--- src/rtl/bicubic_tap_acc.sv ---
// Sums TAPS sign-magnitude tap products into one clamped 8-bit pixel.
// Grouping follows an internal tap counter; in_last is only cross-checked into err_last.
module bicubic_tap_acc #(
    parameter int unsigned TAPS  = 4,
    parameter int unsigned ACC_W = 12
) (
    input  logic       clk,
    input  logic       rst_n,
    input  logic       in_valid,
    output logic       in_ready,
    input  logic [7:0] in_product,
    input  logic       in_sign,
    input  logic       in_last,
    output logic       out_valid,
    input  logic       out_ready,
    output logic [7:0] out_pixel,
    output logic       out_clamped,
    output logic       err_last
);

    localparam int unsigned CNT_W = $clog2(TAPS);
    localparam logic [CNT_W-1:0] LAST_CNT = CNT_W'(TAPS - 1);
    localparam logic signed [ACC_W-1:0] PIX_MAX = ACC_W'(255);

    if (TAPS < 2 || ACC_W < $clog2(TAPS * 255) + 2) begin : g_param_check
        $error("bicubic_tap_acc: TAPS must be >= 2 and ACC_W must hold +/-TAPS*255");
    end

    logic [CNT_W-1:0]        tap_cnt_q;
    logic signed [ACC_W-1:0] acc_q;
    logic                    out_valid_q;
    logic [7:0]              out_pixel_q;
    logic                    out_clamped_q;
    logic                    err_last_q;

    logic                    accept;
    logic                    is_last;
    logic signed [ACC_W-1:0] mag_ext;
    logic signed [ACC_W-1:0] term;
    logic signed [ACC_W-1:0] sum;
    logic                    sum_neg;
    logic                    sum_high;
    logic [7:0]              pix_clamped;

    always_comb begin
        in_ready    = ~out_valid_q | out_ready;
        accept      = in_valid & in_ready;
        is_last     = (tap_cnt_q == LAST_CNT);
        mag_ext     = $signed({{(ACC_W - 8){1'b0}}, in_product});
        // Negating a zero magnitude yields zero, so negative zero needs no special case.
        term        = in_sign ? -mag_ext : mag_ext;
        // Tap 0 restarts the sum, so no clear cycle is needed between groups.
        sum         = ((tap_cnt_q == '0) ? '0 : acc_q) + term;
        sum_neg     = (sum < 0);
        sum_high    = (sum > PIX_MAX);
        pix_clamped = sum_neg ? 8'd0 : (sum_high ? 8'd255 : sum[7:0]);
    end

    always_ff @(posedge clk or negedge rst_n) begin
        if (!rst_n) begin
            tap_cnt_q     <= '0;
            acc_q         <= '0;
            out_valid_q   <= 1'b0;
            out_pixel_q   <= 8'd0;
            out_clamped_q <= 1'b0;
            err_last_q    <= 1'b0;
        end else begin
            if (accept) begin
                tap_cnt_q <= is_last ? '0 : tap_cnt_q + 1'b1;
                if (!is_last) begin
                    acc_q <= sum;
                end
                if (in_last != is_last) begin
                    err_last_q <= 1'b1;
                end
            end
            // A closing tap wins over a same-cycle transfer so the output never bubbles.
            if (accept && is_last) begin
                out_valid_q   <= 1'b1;
                out_pixel_q   <= pix_clamped;
                out_clamped_q <= sum_neg | sum_high;
            end else if (out_valid_q && out_ready) begin
                out_valid_q <= 1'b0;
            end
        end
    end

    assign out_valid   = out_valid_q;
    assign out_pixel   = out_pixel_q;
    assign out_clamped = out_clamped_q;
    assign err_last    = err_last_q;

endmodule

--- config.mk ---
export PLATFORM = sky130hd
export DESIGN_NAME = bicubic_tap_acc
export DESIGN_NICKNAME = d
export VERILOG_FILES = /design/src/rtl/bicubic_tap_acc.sv
export SDC_FILE = /design/constraint.sdc
export NUM_CORES = 1
export LEC_CHECK = 0
export CAP_MARGIN = 10
export CORE_MARGIN = 2
export CORE_UTILIZATION = 55
export CTS_CLUSTER_SIZE = 28
export DETAILED_ROUTE_END_ITERATION = 16
export PLACE_DENSITY = 0.79
export SYNTH_ARGS = -nofsm -noshare
export SYNTH_HDL_FRONTEND = slang
export SYNTH_SLANG_ARGS = --single-unit
--- constraint.sdc ---
create_clock -name clk -period 4.2 [get_ports clk]
set_input_delay 0.42 -clock clk [delete_from_list [all_inputs] [get_ports clk]]
set_output_delay 0.42 -clock clk [all_outputs]
set_load 0.01 [all_outputs]
==> results of run 1 <==
registers in the layout, indices dropped and copies added, names as in the netlist:
signal       count
out_pixel        8
tap_cnt_q        2
err_last         1
acc_q           12
out_clamped      1
out_valid        1
kinds of logic after synthesis:
| family | after synthesis | share of synthesized area, % |
|---|---|---|
| AOI/OAI and AO/OA | 59 | 22.2 |
| xor gates and xnor gates | 14 | 6.44 |
| adders and majority gates | 15 | 10.3 |
| buffers and inverters | 17 | 3.35 |
| DFF | 25 | 32.9 |
| muxes | 2 | 1.18 |
| and+or+nand+nor | 88 | 23.7 |
per-stage QoR:
step | total power [uW] | setup slack, ns
2_1_floorplan | 1220 | 0.669
3_3_place_gp | 1580 | 0.107
3_5_place_dp | 1600 | 0.0859
4_1_cts | 1710 | 0.420
5_1_grt | 1890 | 0.215
6_report | 1720 | 0.436
how the worst max path moves through the flow:
| stage | startpoint | to | cells past startpoint |
|---|---|---|---|
| 2_1_floorplan | in_product[3] | acc_q[11]$_DFFE_PN0P_ | 11 |
| 6_report | in_product[3] | out_pixel[7]$_DFFE_PN0P_ | 13 |
| 3_3_place_gp | in_product[3] | out_pixel[7]$_DFFE_PN0P_ | 13 |
| 4_1_cts | in_product[3] | out_pixel[7]$_DFFE_PN0P_ | 13 |
| 3_5_place_dp | in_product[3] | out_pixel[7]$_DFFE_PN0P_ | 13 |
| 5_1_grt | in_product[3] | out_pixel[7]$_DFFE_PN0P_ | 13 |
area by class of cell:
class,count,area (um2),area share [%]
multi-input cells,178,1210,53.0
flip-flops and latches,25,626,27.3
well taps,46,57.6,2.52
inverters,9,33.8,1.48
repair buffers,33,330,14.4
clock buffers,3,22.5,0.984
clock inverters,1,5.00,0.219
metal layers:
layer  part of all wire (%)  up-vias  wire [um]  track usage (%)
met2                     50       42       2070             38.6
met4                    1.5        0         64             6.67
li1                       -      856          -                -
met3                    4.7        9        197             3.96
met1                     44      783       1830             31.6
met5                      0        -          0                0
report_power, final:
| group | switching (uW) | leakage, uW | total, uW | internal, uW |
|---|---|---|---|---|
| Combinational | 649 | 0.000717 | 1200 | 552 |
| Clock | 72.0 | 0.0000177 | 108 | 35.7 |
| Sequential | 61.2 | 0.000303 | 413 | 352 |
cell usage in the layout (no fill, tap or decap), types with 4 or more instances in the layout:
cell             Yosys  layout
nor2_1               6       6
a21oi_1              6       6
xor2_1               5       5
clkdlybuf4s50_1      0      25
nand2_1             33      33
nor2b_1             11      11
xnor2_1              9       9
a22o_1               4       4
nand4_1              6       6
o21ai_0             17      17
inv_1                8       8
nor3_1               4       4
dfrtp_1             25      25
nand3_1              4       4
a21o_1               6       6
ha_1                14      14
nand2b_1             6       6
buf_4                0       7
or3_1                6       6
critical path: cells and delay by family:
kind / cells / cell delay [ns]
and+or+nand+nor: 3 / 1.21
AOI/OAI and AO/OA: 6 / 1.23
adders and majority gates: 1 / 0.34
xor gates and xnor gates: 1 / 0.10
buffers and inverters: 2 / 0.65
==> metrics.txt, run 1 <==
First DRT Iteration DRCs=106; ANT cells=0; Setup Skew=0.00943 ns; maximum clock path buffer count=2; critical path capture point type=register; htree depth=1; core area=0.00334 mm2; outcome=complete, no violations; part of the Yosys area used for sequential elements=32.9%; Final setup viols=0; I/O pin total=26; post-DR vias/cell=roughly 5.7; CP Class=input port to register; post-CTS setup repair buffer count=0; area post-placement=0.00223 mm2; Worst Max-Slew Pin Slew=around 0.57 ns; Tot GR Track Use=23.4%; Avg WL per Cell=14.1 um; peak supply drop=0.000449 V; FMAX=approximately 270 MHz; Worst Setup Start Kind=input port; Util after Layout=68.6%; Syn Area/Cell=approximately 8.7 um2; total die area=0.00395 mm2; YS warnings=0; Pwr Density=752 mW/mm2; Layout area overhead=20.2%; RD Place Congestion=0.908; post-cts resize count=0; DR DRC count=0; die height=62.8 um; Most used DFF post-synth=dfrtp_1; Reg-to-Reg End=out_pixel[7]$_DFFE_PN0P_; Hold Vio Cnt, Final=0; first-pass GRT wire length=7310 um; CTS Buf Count=3; R2R setup slack=~0.67 ns; DIE WIDTH=about 63 um; worst r2r src=tap_cnt_q[0]$_DFFE_PN0P_; worst path arrival time=just under 4 ns; CTS tree=done; top cell type's share of synthesized area=32.9%; Lkg Pwr=0.00104 uW; Worst path max stage delay=0.57 ns; TNS Setup=0 ns; Synth Instances=220; largest cells by area after synthesis=dfrtp_1 33%, ha_1 9.2%, nand2_1 6.5%; Async SR Flop Fraction=100%; final worst path period share=89.6%; post-route cell area=roughly 0.0023 mm2; largest net degree at the start of global routing=26; Slew Limit Fails=0; Worst Reg-to-Reg Cells=14; RSZ-0062 raised after global routing=false; DP Cell Count=between 200 and 300; clk_lat worst skew=0.33 ns; remaining antenna violation count=0; initial core utilization=57.0%; Commonest cells post-synth=33 x nand2_1, 25 x dfrtp_1, 17 x o21ai_0, 14 x ha_1, 11 x nor2b_1; fill count=280; Post-synth EDFFs=0; Clock Tree Root=clkbuf_4; Worst Path Max Fanout=4; WL final=4170 um; Netlist cell types=44; nets=279; row count=21; cell accounting for the most synthesized area=dfrtp_1; post-layout min period=3.76 ns; Post-Layout Cell Count=295; initial antenna violation count=0; Maximum Capacitance Violations=0; Overflow after GRT=0; via count=1,690; vias in the first global route=1,569; DRT Pass-1 Iters=5; share of layout cells above drive strength 1=around 8.4%; top-count cell post-synth=nand2_1; Hold Buf Count CTS=0; number of register bits inferred by synthesis=25; Mapped Area=0.00190 mm2; clk sinks=25; hpwl dp=~3300 um; Rel. slew slack=61.9%; worst min-delay path class=input port to async pin; port buffer count=25; critical path, cell by cell=clkdlybuf4s50_1 -> or4_4 -> or2_2 -> o31ai_1 -> xnor2_1 -> ha_1 -> a21oi_1 -> o21ai_0 -> or3_1 -> o211a_1 -> a2111oi_0 -> buf_4 -> o21ai_1; CP required=4.41 ns; Fin Hold WS=0.342 ns; Reg clk slew, reported paths=0.14 ns; Mapped Nets=249; critical path's slowest cell=or4_4
Note: power is estimated with default switching activity, not from simulation.
==> run 2, diff against run 1 <==
CORE_ASPECT_RATIO = 2   (was unset)
==> run 2 against run 1 <==
Sequential power barely moved. Largest cell class unchanged. Highest routed layer unchanged. Largest power group unchanged. Fmax fell by 2.7%. Clock-buffer cell count did not move. Worst hold slack improved by 0.061 ns. Critical endpoint is now acc_q[11]$_DFFE_PN0P_.
==> metrics.txt, run 2 (same netlist as run 1, synthesis figures left out) <==
critical path, cell by cell=clkdlybuf4s50_1 -> or4_4 -> or2_2 -> o31ai_1 -> xnor2_1 -> ha_1 -> and3_1 -> and2_1 -> a221o_1 -> or3_1 -> a32o_1 -> or2_1; htree depth=1 (unchanged); I/O pin total=26 (unchanged); remaining antenna violation count=0 (unchanged); Maximum Capacitance Violations=0 (unchanged); most frequent cells in the layout=33 x nand2_1, 25 x dfrtp_1, 25 x clkdlybuf4s50_1; ANT cells=0 (unchanged); Reg clk slew, reported paths=0.09 ns (-0.05 ns); nets=281 (+0.72%); initial antenna violation count=0 (unchanged); final setup margin=0.333 ns (-0.103 ns); Tot GR Track Use=25.0% (+1.6 points); clk sinks=25 (unchanged); Setup Skew=0.00331 ns (-0.00612 ns); share of layout cells above drive strength 1=9.16% (+0.73 points); CP bufs+invs=1 (-1); TNS Setup=0 ns (unchanged); maximum clock path buffer count=2 (unchanged); via count=1,705 (+0.89%); port buffer count=25 (unchanged); FMAX=259 MHz (-2.7%); CTS Buf Count=3 (unchanged); RD Place Congestion=1.00 (+10%); CTS tree=done; post-layout min period=3.87 ns (+0.103 ns); RSZ-0062 raised after global routing=false; Worst Path Max Fanout=4 (unchanged); fill count=276 (-1.4%); Hold Vio Cnt, Final=0 (unchanged); pre-CTS setup slack=0.0861 ns (+0.000159 ns); Rel. slew slack=62.8% (+0.87 points); outcome=complete, no violations; vias in the first global route=1,655 (+5.5%); Multi-input gate area=0.00121 mm2 (unchanged); Pwr Density=765 mW/mm2 (+1.7%); die height=87.2 um (+39%); critical path capture point type=register; DRT Pass-1 Iters=4 (-1); First DRT Iteration DRCs=50 (-53%); WL final=4370 um (+4.9%); critical path's slowest cell=or4_4; DIE WIDTH=45.6 um (-27%); DR DRC count=0 (unchanged); Avg WL per Cell=15.5 um (+9.4%); Lkg Pwr=0.00105 uW (+1.7%); largest register by flop count=acc_q; cell family with most CP delay=simple AND/OR/NAND/NOR gates; Worst path max stage delay=0.57 ns (about the same); core area=0.00334 mm2 (+0.11%); CP required=4.36 ns (-0.05 ns); initial core utilization=57.0% (-0.064 points); largest net degree at the start of global routing=26 (unchanged); post-DR vias/cell=6.02 (+5.2%); area post-placement=0.00223 mm2 (-0.11%); Layout area overhead=21.1%; Slew Limit Fails=0 (unchanged); total die area=0.00398 mm2 (+0.74%); hpwl dp=3560 um (+9.3%); FF/Latch Area=626 um2 (unchanged); post-route cell area=0.00230 mm2 (+0.71%); Clock Tree Root=clkbuf_8; row count=30 (+43%); max reg flops=12 (unchanged); first-pass GRT wire length=7330 um (+0.18%); peak supply drop=0.000482 V (+7.5%); Hold Buf Count CTS=0 (unchanged); CP Class=input port to register; post-cts resize count=0 (unchanged); commonest non-fill, non-tap cell in the layout=nand2_1; Final setup viols=0 (unchanged); clk_lat worst skew=0.27 ns (-0.06 ns); Worst Max-Slew Pin Slew=0.544 ns (-0.0237 ns); worst path arrival time=4.02 ns (+0.05 ns); worst min-delay path class=input port to async pin; final worst path period share=92.1% (+2.4 points); post-CTS setup repair buffer count=0 (unchanged); Worst Setup Start Kind=input port; Overflow after GRT=0 (unchanged)
run 2: cell count changes in the layout (fill, tap and decap cells not counted), sizes merged:
| cell | before | now |
|---|---|---|
| buf | 8 | 10 |
run 2: area by class of cell:
type / instances / area share [%]
multi-input combinational: 178 / 52.7
sequential: 25 / 27.1
timing repair buffer: 35 / 15.0
clock buffer: 3 / 1.79
tap: 32 / 1.74
inverter: 9 / 1.47
clock inverter: 1 / 0.217
run 2: worst paths after layout:
kind                                          start                     to  slack, ns  cells after the start
setup / recovery                      in_product[3]  acc_q[11]$_DFFE_PN0P_       0.33                     12
hold / removal                                rst_n   acc_q[0]$_DFFE_PN0P_       0.40                      1
setup reg to reg           tap_cnt_q[0]$_DFFE_PN0P_  acc_q[11]$_DFFE_PN0P_       0.93                     10
hold reg to reg                acc_q[9]$_DFFE_PN0P_   acc_q[9]$_DFFE_PN0P_       0.48                      2
max in group asynchronous                     rst_n   acc_q[6]$_DFFE_PN0P_       3.39                      2
min in group clk               acc_q[9]$_DFFE_PN0P_   acc_q[9]$_DFFE_PN0P_       0.48                      2
run 2: per-layer routing:
metal  track usage, %  part of all wire, %  vias up
met1             28.0                   39      807
li1                 -                    -      851
met5                0                    0        -
met4             11.2                  3.3        0
met2             45.5                   55       36
met3             1.24                  2.1       11
run 2: power by group:
part	switching, uW	internal [uW]	total [uW]
clock	73.9	66.3	140
sequential	59.2	352	411
combinational	656	556	1210
run 2: metrics by stage:
stage | utilization (%) | hold WS, ns | instances | power (uW)
floorplan | - | 0.124 | 220 | 1220
global placement | 66.8 | 0.454 | 278 | 1590
detailed placement | 66.8 | 0.464 | 278 | 1620
CTS | 68.2 | 0.483 | 282 | 1770
global route | 69.0 | 0.417 | 283 | 1920
finish | 69.0 | 0.403 | 283 | 1760
==> run 3, diff against run 2 <==
CORE_UTILIZATION = 50   (was 55)
PLACE_DENSITY = 0.76   (was 0.79)
clock period = 3.3 ns   (was 4.2 ns; I/O delays follow)
==> run 3 against run 2 <==
Combinational power increased by 55%. Register-to-register slack got worse by 0.67 ns. Cell count up 19%. Global-route usage is 0.46 points lower. Final area increased by 15%. Worst hold slack worse by 0.12 ns. Power grew 46%. Sequential power up 29%. Via count rose by 8.7%. Clock-buffer cell count stayed put.
==> metrics.txt, run 3 (same netlist as run 1, synthesis figures left out) <==
CP Class=input port to register; pre-CTS setup slack=-0.587 ns (-0.673 ns); routed length on met1=1910 um (+12%); Lkg Pwr=0.00123 uW (+17%); RSZ-0062 raised after global routing=false; worst path arrival time=3.38 ns (-0.64 ns); Setup Skew=0.00152 ns (-0.00179 ns); DRT Pass-1 Iters=4 (unchanged); CTS Buf Count=3 (unchanged); DR DRC count=0 (unchanged); commonest non-fill, non-tap cell in the layout=buf_4; most frequent cells in the layout=45 x buf_4, 33 x nand2_1, 25 x dfrtp_1; worst r2r src=tap_cnt_q[0]$_DFFE_PN0P_; DIE WIDTH=47.6 um (+4.5%); Worst Path Max Fanout=4 (unchanged); initial core utilization=52.2% (-4.8 points); total die area=0.00435 mm2 (+9.3%); via count=1,853 (+8.7%); Maximum Capacitance Violations=0 (unchanged); largest net degree at the start of global routing=26 (unchanged); Hold Buf Count CTS=0 (unchanged); final setup margin=0.0776 ns (-0.255 ns); CP required=3.46 ns (-0.90 ns); clk sinks=25 (unchanged); initial antenna violation count=0 (unchanged); hpwl dp=3840 um (+7.9%); final worst path period share=97.6%; Reg clk slew, reported paths=0.09 ns (about the same); clk_lat worst skew=0.27 ns (about the same); outcome=complete, no violations; htree depth=1 (unchanged); largest register by flop count=acc_q; Crit. Startpoint=in_product[0]; critical path capture point type=register; row count=31 (+3.3%); Tot GR Track Use=24.5% (-0.46 points); Hold Vio Cnt, Final=0 (unchanged); First DRT Iteration DRCs=50 (unchanged); first-pass GRT wire length=7920 um (+8.1%); post-layout min period=~3.2 ns; Avg WL per Cell=14.6 um (-5.8%); Final setup viols=0 (unchanged); RD Place Congestion=0.908 (-9.4%); WL final=4890 um (+12%); core area=0.00365 mm2 (+9.1%); Rel. slew slack=65.2% (+2.4 points); CTS tree=done; vias in the first global route=1,919 (+16%); FMAX=310 MHz; maximum clock path buffer count=2 (unchanged); worst min-delay path class=input port to async pin; DR WL met3=107 um (+14%); Pwr Density=974 mW/mm2 (+27%); fill count=301 (+9.1%); peak supply drop=0.000706 V (+46%); Overflow after GRT=0 (unchanged); met2 WL=2680 um (+11%); port buffer count=25 (unchanged); remaining antenna violation count=0 (unchanged); ANT cells=0 (unchanged); Fin Hold WS=0.283 ns (-0.121 ns); DP Cell Count=329 (+18%); Worst Setup Start Kind=input port; Worst Max-Slew Pin Slew=0.521 ns (-0.0236 ns); post-DR vias/cell=5.51 (-8.5%); share of layout cells above drive strength 1=24.7% (+16 points); die height=91.3 um (+4.7%); TNS Setup=0 ns (unchanged); Post-Layout Cell Count=336 (+19%); highest metal used=met4; Slew Limit Fails=0 (unchanged); I/O pin total=26 (unchanged); area post-placement=0.00252 mm2 (+13%); nets=317 (+13%); Layout area overhead=39.2%; max reg flops=12 (unchanged); post-route cell area=0.00265 mm2 (+15%); Clock Tree Root=clkbuf_8
==> run 3: changes by cell type in the layout (fill, tap and decap cells not counted), moves of 2 or more <==
cell             before  now
ha_1                 14   12
or3_1                 6    4
clkdlybuf4s50_1      25   21
buf_4                 9   45
buf_2                 0    2
or3_4                 0    2
==> run 3: repair_timing <==
item	CTS	global route
resized for setup	22	4
setup endpoints to repair	10	10
buffers inserted	2	0
pin swaps	10	6
==> run 3: where the power goes <==
group          switching (uW)  leakage [uW]  total, uW  internal, uW
Combinational             933      0.000910       1870           933
Clock                    97.0     0.0000217        183          85.6
Sequential               81.2      0.000303        530           449
Total                    1110       0.00123       2580          1470
==> run 3: critical path: stages <==
cell     delay, ns
buf_6         0.09
or4_4         0.53
or2_4         0.26
o31ai_4       0.22
xnor2_1       0.15
ha_1          0.28
and3_4        0.16
and2_4        0.15
a221o_1       0.34
or3_4         0.39
a32o_1        0.26
or2_1         0.22
==> run 3: per-stage QoR <==
stage / utilization, % / total power, uW
2_1_floorplan: - / 1560
3_3_place_gp: 69.0 / 2230
3_5_place_dp: 69.0 / 2290
4_1_cts: 71.6 / 2530
5_1_grt: 72.6 / 2800
6_report: 72.6 / 2580
==> run 3: layout make-up <==
type / instances / area [um2] / area share, %
multi-input cells: 178 / 1270 / 48.1
flip-flops and latches: 25 / 626 / 23.6
repair buffers: 71 / 604 / 22.8
well taps: 49 / 61.3 / 2.31
clock buffers: 3 / 41.3 / 1.56
inverters: 9 / 33.8 / 1.28
clock inverters: 1 / 7.51 / 0.283
==> run 3: worst paths after layout <==
kind	endpoint	depth (start not counted)	slack, ns
setup / recovery	acc_q[11]$_DFFE_PN0P_	12	0.08
hold / removal	acc_q[1]$_DFFE_PN0P_	1	0.28
setup reg to reg	acc_q[11]$_DFFE_PN0P_	10	0.26
hold reg to reg	acc_q[6]$_DFFE_PN0P_	2	0.48
max in group asynchronous	tap_cnt_q[1]$_DFFE_PN0P_	2	2.59
min in group clk	acc_q[6]$_DFFE_PN0P_	2	0.48
==> run 3: metal layers <==
| layer | GRT usage [%] | vias to the layer above |
|---|---|---|
| met1 | 26.1 | 879 |
| met3 | 1.79 | 15 |
| li1 | - | 925 |
| met5 | 0 | - |
| met4 | 12.6 | 0 |
| met2 | 43.8 | 34 |
